File: src/rtl/sine_pkg.sv
// Shared defaults, quadrant encoding and the quarter-wave table generator for sine_wave_gen.
package sine_pkg;

  localparam int PHASE_W_DEF    = 16;
  localparam int LUT_ADDR_W_DEF = 6;
  localparam int OUT_W_DEF      = 10;

  localparam logic [OUT_W_DEF-1:0] MIDSCALE = 10'h200;

  // Top two phase bits: bit 0 selects the mirrored half, bit 1 the negative half-wave.
  typedef enum logic [1:0] {
    QUAD_RISE     = 2'b00,
    QUAD_FALL     = 2'b01,
    QUAD_NEG_RISE = 2'b10,
    QUAD_NEG_FALL = 2'b11
  } quad_e;

  // round((2^mag_w - 1) * sin(pi*(2i+1)/2^(addr_w+2))) in Q2.30 fixed point, Taylor series.
  function automatic int lut_entry(input int i, input int addr_w, input int mag_w);
    longint x, x2, term, acc, amp;
    x    = (64'sd3373259426 * longint'(2 * i + 1)) >>> (addr_w + 2);
    x2   = (x * x) >>> 30;
    term = x;
    acc  = x;
    for (int k = 1; k <= 8; k++) begin
      term = -(((term * x2) >>> 30) / longint'(2 * k * (2 * k + 1)));
      acc  += term;
    end
    amp = (64'sd1 <<< mag_w) - 64'sd1;
    return int'((amp * acc + (64'sd1 <<< 29)) >>> 30);
  endfunction

endpackage

File: src/rtl/sine_lut_quarter.sv
// Registered quarter-wave sine magnitude ROM, one-cycle read latency, read enabled by en.
module sine_lut_quarter
  import sine_pkg::*;
#(
  parameter int ADDR_W = LUT_ADDR_W_DEF,
  parameter int MAG_W  = OUT_W_DEF - 1
) (
  input  logic              Clk,
  input  logic              ResetN,
  input  logic              en,
  input  logic [ADDR_W-1:0] addr,
  output logic [MAG_W-1:0]  mag
);

  logic [MAG_W-1:0] rom [2**ADDR_W];

  for (genvar g = 0; g < 2**ADDR_W; g++) begin : g_rom
    localparam logic [MAG_W-1:0] ENTRY = MAG_W'(lut_entry(g, ADDR_W, MAG_W));
    assign rom[g] = ENTRY;
  end

  // NOTE: the table is constant and never reset; only the read register carries state.
  always_ff @(posedge Clk or negedge ResetN) begin
    if (!ResetN) begin
      mag <= '0;
    end else if (en) begin
      mag <= rom[addr];
    end
  end

endmodule

File: src/rtl/sine_wave_gen.sv
// DDS sine generator: phase accumulator, folded quarter-wave LUT, 3-stage pipeline, sticky wrap IRQ.
// Optional: define SINE_PHASE_RESTART_EN to restart the phase from {0,fcw} on every run rising edge.
module sine_wave_gen
  import sine_pkg::*;
#(
  parameter int PHASE_W    = PHASE_W_DEF,
  parameter int LUT_ADDR_W = LUT_ADDR_W_DEF,
  parameter int OUT_W      = OUT_W_DEF
) (
  input  logic             Clk,
  input  logic             ResetN,
  input  logic             run,
  input  logic [7:0]       fcw,
  input  logic             enable_irq,
  input  logic             clear_irq,
  output logic [OUT_W-1:0] data_sin,
  output logic             data_valid,
  output logic             irq
);

  localparam int SUM_W = PHASE_W + 1;
  localparam int MAG_W = OUT_W - 1;
  localparam logic [OUT_W-1:0] MID =
    (OUT_W == OUT_W_DEF) ? OUT_W'(MIDSCALE) : OUT_W'(1) << (OUT_W - 1);
  localparam logic [OUT_W-1:0] MID_M1 = MID - OUT_W'(1);

  logic [PHASE_W-1:0]    phase;
  logic [SUM_W-1:0]      phase_sum;
  logic                  wrap;
  logic [2:0]            valid_sr;
  quad_e                 quad;
  logic [LUT_ADDR_W-1:0] idx;
  logic [LUT_ADDR_W-1:0] lut_addr;
  logic                  neg;
  logic                  neg_d;
  logic [MAG_W-1:0]      mag;
  logic                  pending;

  assign phase_sum = {1'b0, phase} + SUM_W'(fcw);

  // NOTE: sequential state uses <= so every register samples pre-edge values.
  always_ff @(posedge Clk or negedge ResetN) begin
    if (!ResetN) begin
      phase <= '0;
      wrap  <= 1'b0;
    end
`ifdef SINE_PHASE_RESTART_EN
    else if (run && !valid_sr[0]) begin
      phase <= PHASE_W'(fcw);
      wrap  <= 1'b0;
    end
`endif
    else if (run) begin
      {wrap, phase} <= phase_sum;
    end else begin
      wrap <= 1'b0;
    end
  end

  // NOTE: defaults are assigned first so every path drives lut_addr and no latch is inferred.
  always_comb begin
    quad     = quad_e'(phase[PHASE_W-1 -: 2]);
    idx      = phase[PHASE_W-3 -: LUT_ADDR_W];
    lut_addr = idx;
    if (quad == QUAD_FALL || quad == QUAD_NEG_FALL) begin
      lut_addr = ~idx;
    end
  end

  assign neg = (quad == QUAD_NEG_RISE) || (quad == QUAD_NEG_FALL);

  sine_lut_quarter #(
    .ADDR_W (LUT_ADDR_W),
    .MAG_W  (MAG_W)
  ) u_lut (
    .Clk    (Clk),
    .ResetN (ResetN),
    .en     (valid_sr[0]),
    .addr   (lut_addr),
    .mag    (mag)
  );

  // Stages 2 and 3 only advance on data from a running phase, so an idle start stays at midscale.
  always_ff @(posedge Clk or negedge ResetN) begin
    if (!ResetN) begin
      neg_d    <= 1'b0;
      data_sin <= MID;
      valid_sr <= '0;
    end else begin
      valid_sr <= {valid_sr[1:0], run};
      if (valid_sr[0]) begin
        neg_d <= neg;
      end
      if (valid_sr[1]) begin
        data_sin <= neg_d ? (MID_M1 - OUT_W'(mag)) : (MID + OUT_W'(mag));
      end
    end
  end

  assign data_valid = valid_sr[2];

  // A wrap arriving with a clear strobe wins, so no wrap is lost.
  always_ff @(posedge Clk or negedge ResetN) begin
    if (!ResetN) begin
      pending <= 1'b0;
    end else if (wrap && enable_irq) begin
      pending <= 1'b1;
    end else if (clear_irq) begin
      pending <= 1'b0;
    end
  end

  assign irq = pending & enable_irq;

endmodule

File: config.mk
export PLATFORM = sky130hd
export DESIGN_NAME = sine_wave_gen
export DESIGN_NICKNAME = d
export VERILOG_FILES = /design/src/rtl/sine_pkg.sv /design/src/rtl/sine_lut_quarter.sv /design/src/rtl/sine_wave_gen.sv
export SDC_FILE = /design/constraint.sdc
export NUM_CORES = 1
export LEC_CHECK = 0
export ABC_AREA = 1
export CAP_MARGIN = 25
export CORE_UTILIZATION = 58
export DETAILED_ROUTE_END_ITERATION = 6
export DONT_BUFFER_PORTS = 1
export GPL_TIMING_DRIVEN = 0
export PLACE_DENSITY = 0.76
export SETUP_SLACK_MARGIN = 0.5
export SLEW_MARGIN = 5
export SYNTH_ARGS = -nofsm -noshare
export SYNTH_HDL_FRONTEND = slang
export SYNTH_SLANG_ARGS = --single-unit
export TNS_END_PERCENT = 100
File: constraint.sdc
create_clock -name Clk -period 1.91 [get_ports Clk]
set_clock_uncertainty 0.1 [all_clocks]
set_input_delay 0.573 -clock Clk [delete_from_list [all_inputs] [get_ports Clk]]
set_output_delay 0.573 -clock Clk [all_outputs]
set_load 0.05 [all_outputs]
==> flow_metrics.py <==
metrics = {
    "global_routing": {
        "grt_pass1_vias": 2790,
        "antenna_found_initial": 0,
        "grt_max_degree": 42,
        "grtUsageTotal_pct": 30.72,
        "overflow": 0,
        "grt_pass1_wl_mm": 12.95,
    },
    "detailed_routing": {
        "drc": 0,
        "drt_wl_total_mm": 8.412,
        "vias": 3125,
        "drt-wirelength-per-cell_microns": 15.08,
        "dr.pass1.iters": 5,
        "drt_iter0_markers": 221,
        "ant_nets": 0,
        "vias_per_cell": 5.600,
    },
    "sta": {
        "period_needed_ns": 1.824,
        "whs_ns": -0.1369,
        "slew_headroom_pct": 62.29,
        "hold_violations": 40,
        "fmax_mhz": 548.3,
        "layout_setup_ws_ns": 0.08611,
        "finalSetupViolCount": 0,
        "tightest_slew_ns": 0.5656,
        "maxSlewViolCount": 0,
        "post-route-period-util_pct": 95.49,
        "rsz0062_at_grt": "true",
    },
    "floorplanning": {
        "start_util_pct": 60.00,
        "io-pin-count": 25,
        "die_area_sq_um": 5578,
        "die_w_microns": 74.69,
        "die_y_microns": 74.69,
        "core_sq_um": 5107,
        "num_rows": 26,
    },
    "yosys": {
        "ys_seq_elements": 41,
        "ys_seq_area_share_pct": 33.52,
        "syn_nets": 479,
        "synth_cell_type_count": 30,
        "avgSynthCellArea_sq_um": 6.855,
        "syn_area_sq_um": 3064,
        "synth_cells": 447,
        "yosys_warnings": 0,
    },
    "power_and_ir_drop": {
        "clkPwrFrac_pct": 10.2,
        "p_comb_share_pct": 67.3,
        "power_leakage_uw": 0.001997,
        "seqPwrFrac_pct": 22.5,
        "switching_share_pct": 49.58,
        "ir_worst_vdd_mv": 1.292,
        "power.switching_uw": 4033,
        "power_density_nw_per_um2": 1914,
        "internal-power_uw": 4101,
    },
    "setup_path": {
        "crit_fanout": 6,
        "crit_path_start_kind": "flip-flop",
        "critPathKind": "reg -> reg",
        "cp.required_ns": 1.99,
        "worstPathArrival_ns": 1.91,
        "end_kind": "flip-flop",
    },
    "clocking": {
        "clock_latency_ns": 0.29,
        "clock-root-buffer": "clkbuf_8",
        "htree_levels": 2,
        "cts_tree": "done",
        "cts_num_sinks": 41,
        "clockBufferDepth": 2,
        "clkTransAtPathRegs_ns": 0.09,
        "cts_buffers": 5,
    },
    "layout": {
        "drive_gt1_share_pct": 37.91,
        "syn2layout_area_growth_pct": 38.67,
        "num_antenna_cells": 0,
        "final_nets": 519,
        "layout_commonest_cell": "nand2_1",
        "layout_common_cells": "128 x nand2_1, 33 x nand3_1, 29 x nor2_1, 27 x inv_1, 25 x dfrtp_1",
        "final_cells": 558,
    },
    "outcome": {
        "status": "finished, violations left",
        "violations": "negative hold slack",
    },
    "placement": {
        "place_congestion": 0.9350,
        "pre_cts_ws_ns": -0.05222,
        "dp_hpwl_mm": 5.363,
        "placedCellCount": 517,
        "io_buffers": 0,
    },
    "flow_run": {
        "maxCapViolCount": 0,
    },
    "hold_path": {
        "hold_path_class": "in -> async",
    },
}
## cells in the mapped netlist, drive strengths merged
| master | number | share of area, % |
|---|---|---|
| a21o | 2 | 0.49 |
| a21oi | 17 | 2.9 |
| a22oi | 1 | 0.25 |
| and3 | 1 | 0.20 |
| buf | 10 | 2.8 |
| clkbuf | 4 | 0.49 |
| dfrtp | 40 | 33 |
| dfstp | 1 | 0.86 |
| fa | 1 | 0.65 |
| ha | 18 | 7.4 |
| inv | 47 | 5.8 |
| nand2 | 172 | 23 |
| nand3 | 45 | 7.4 |
| nand4 | 1 | 0.20 |
| nor2 | 38 | 5.3 |
| nor3 | 1 | 0.16 |
| nor4 | 1 | 0.20 |
| o211ai | 1 | 0.25 |
| o21ai | 31 | 5.1 |
| xnor2 | 11 | 3.1 |
| xor2 | 4 | 1.1 |
## sequential cells by signal, indices dropped and copies added (netlist names)
signal,cells
data_sin,10
neg_d,1
pending,1
phase,16
u_lut.mag,9
valid_sr,3
wrap,1
## logic make-up (layout without fill, tap and decap cells)
family                     Yosys count  after routing  share of synthesized area, %
AOI/OAI and AO/OA                   52             52                         8.943
xor gates and xnor gates            15             15                         4.287
adders and majority gates           19             19                         8.003
buffers and inverters               61            102                         9.064
DFF                                 41             41                         33.52
and+or+nand+nor                    259            259                         36.18
## layer usage
metal  wire (microns)  global-route usage (%)  part of all wire (%)  up-vias
met1             3623                   43.12                    43     1430
met4              191                   11.53                   2.3        0
met5                0                       0                     0        -
met3              644                   4.016                   7.7       28
met2             3954                   48.45                    47      175
li1                 -                       -                     -     1492
## through the flow
step           power (uW)  utilization (%)  area [sq um]  setup TNS (ns)  hold WS [ns]
6_report             8134            83.19          4249               0       -0.1369
3_5_place_dp         5785            67.91          3468         -0.1885        0.1782
4_1_cts              7600            80.03          4088               0       -0.1422
3_3_place_gp         5706            67.91          3468         -0.1735        0.1781
5_1_grt              8725            83.19          4249        -0.07516       -0.1503
2_1_floorplan        4996                -          3381               0        0.1774
## final timing paths
| check | depth (start not counted) | slack (ns) | endpoint | startpoint |
|---|---|---|---|---|
| worst min register to register | 0 | 0.29 | valid_sr[2] | valid_sr[1] |
| min in group Clk | 0 | 0.20 | valid_sr[0] | run |
| worst min-delay path | 0 | -0.14 | phase[9] | ResetN |
| worst max-delay path | 13 | 0.09 | u_lut.mag[3] | phase[14] |
| max in group asynchronous | 0 | 1.67 | data_sin[9] | ResetN |
| worst max register to register | 13 | 0.09 | u_lut.mag[3] | phase[14] |
## cell type report
type | count | area (sq um)
Buffer | 14 | 117.6
Clock buffer | 5 | 68.82
Clock inverter | 3 | 65.06
Fill cell | 327 | 858.3
Inverter | 47 | 205.2
Multi-Input combinational cell | 345 | 2349
Sequential cell | 41 | 1046
Tap cell | 70 | 87.58
Timing Repair Buffer | 33 | 310.3
## critical path, cell delays in order, from the launching register on
cell,delay [ns]
dfrtp_2,0.45
inv_4,0.10
nand2_4,0.07
nand2_8,0.11
clkinv_8,0.08
ha_4,0.17
nor2_4,0.08
inv_1,0.04
nand2_1,0.08
o21ai_1,0.08
a21oi_1,0.13
nand2_1,0.08
nand3_2,0.09
nand2_1,0.06
## power by group through the flow
stage                     clock network (uW)  logic, uW  registers (uW)
after floorplan                            0       3230            1770
after global placement                     0       3880            1820
after detailed placement                   0       3940            1840
after CTS                                831       4960            1800
after global routing                     870       5980            1880
final                                    832       5470            1830
## what timing repair did
item	4_1_cts	5_1_grt
pin swaps	54	30
setup buffers	30	3
gates cloned	0	0
endpoints found under the setup margin	37	38
endpoints found under the hold margin	40	40
gates resized for setup	69	46
Note: power is estimated with default switching activity, not from simulation.
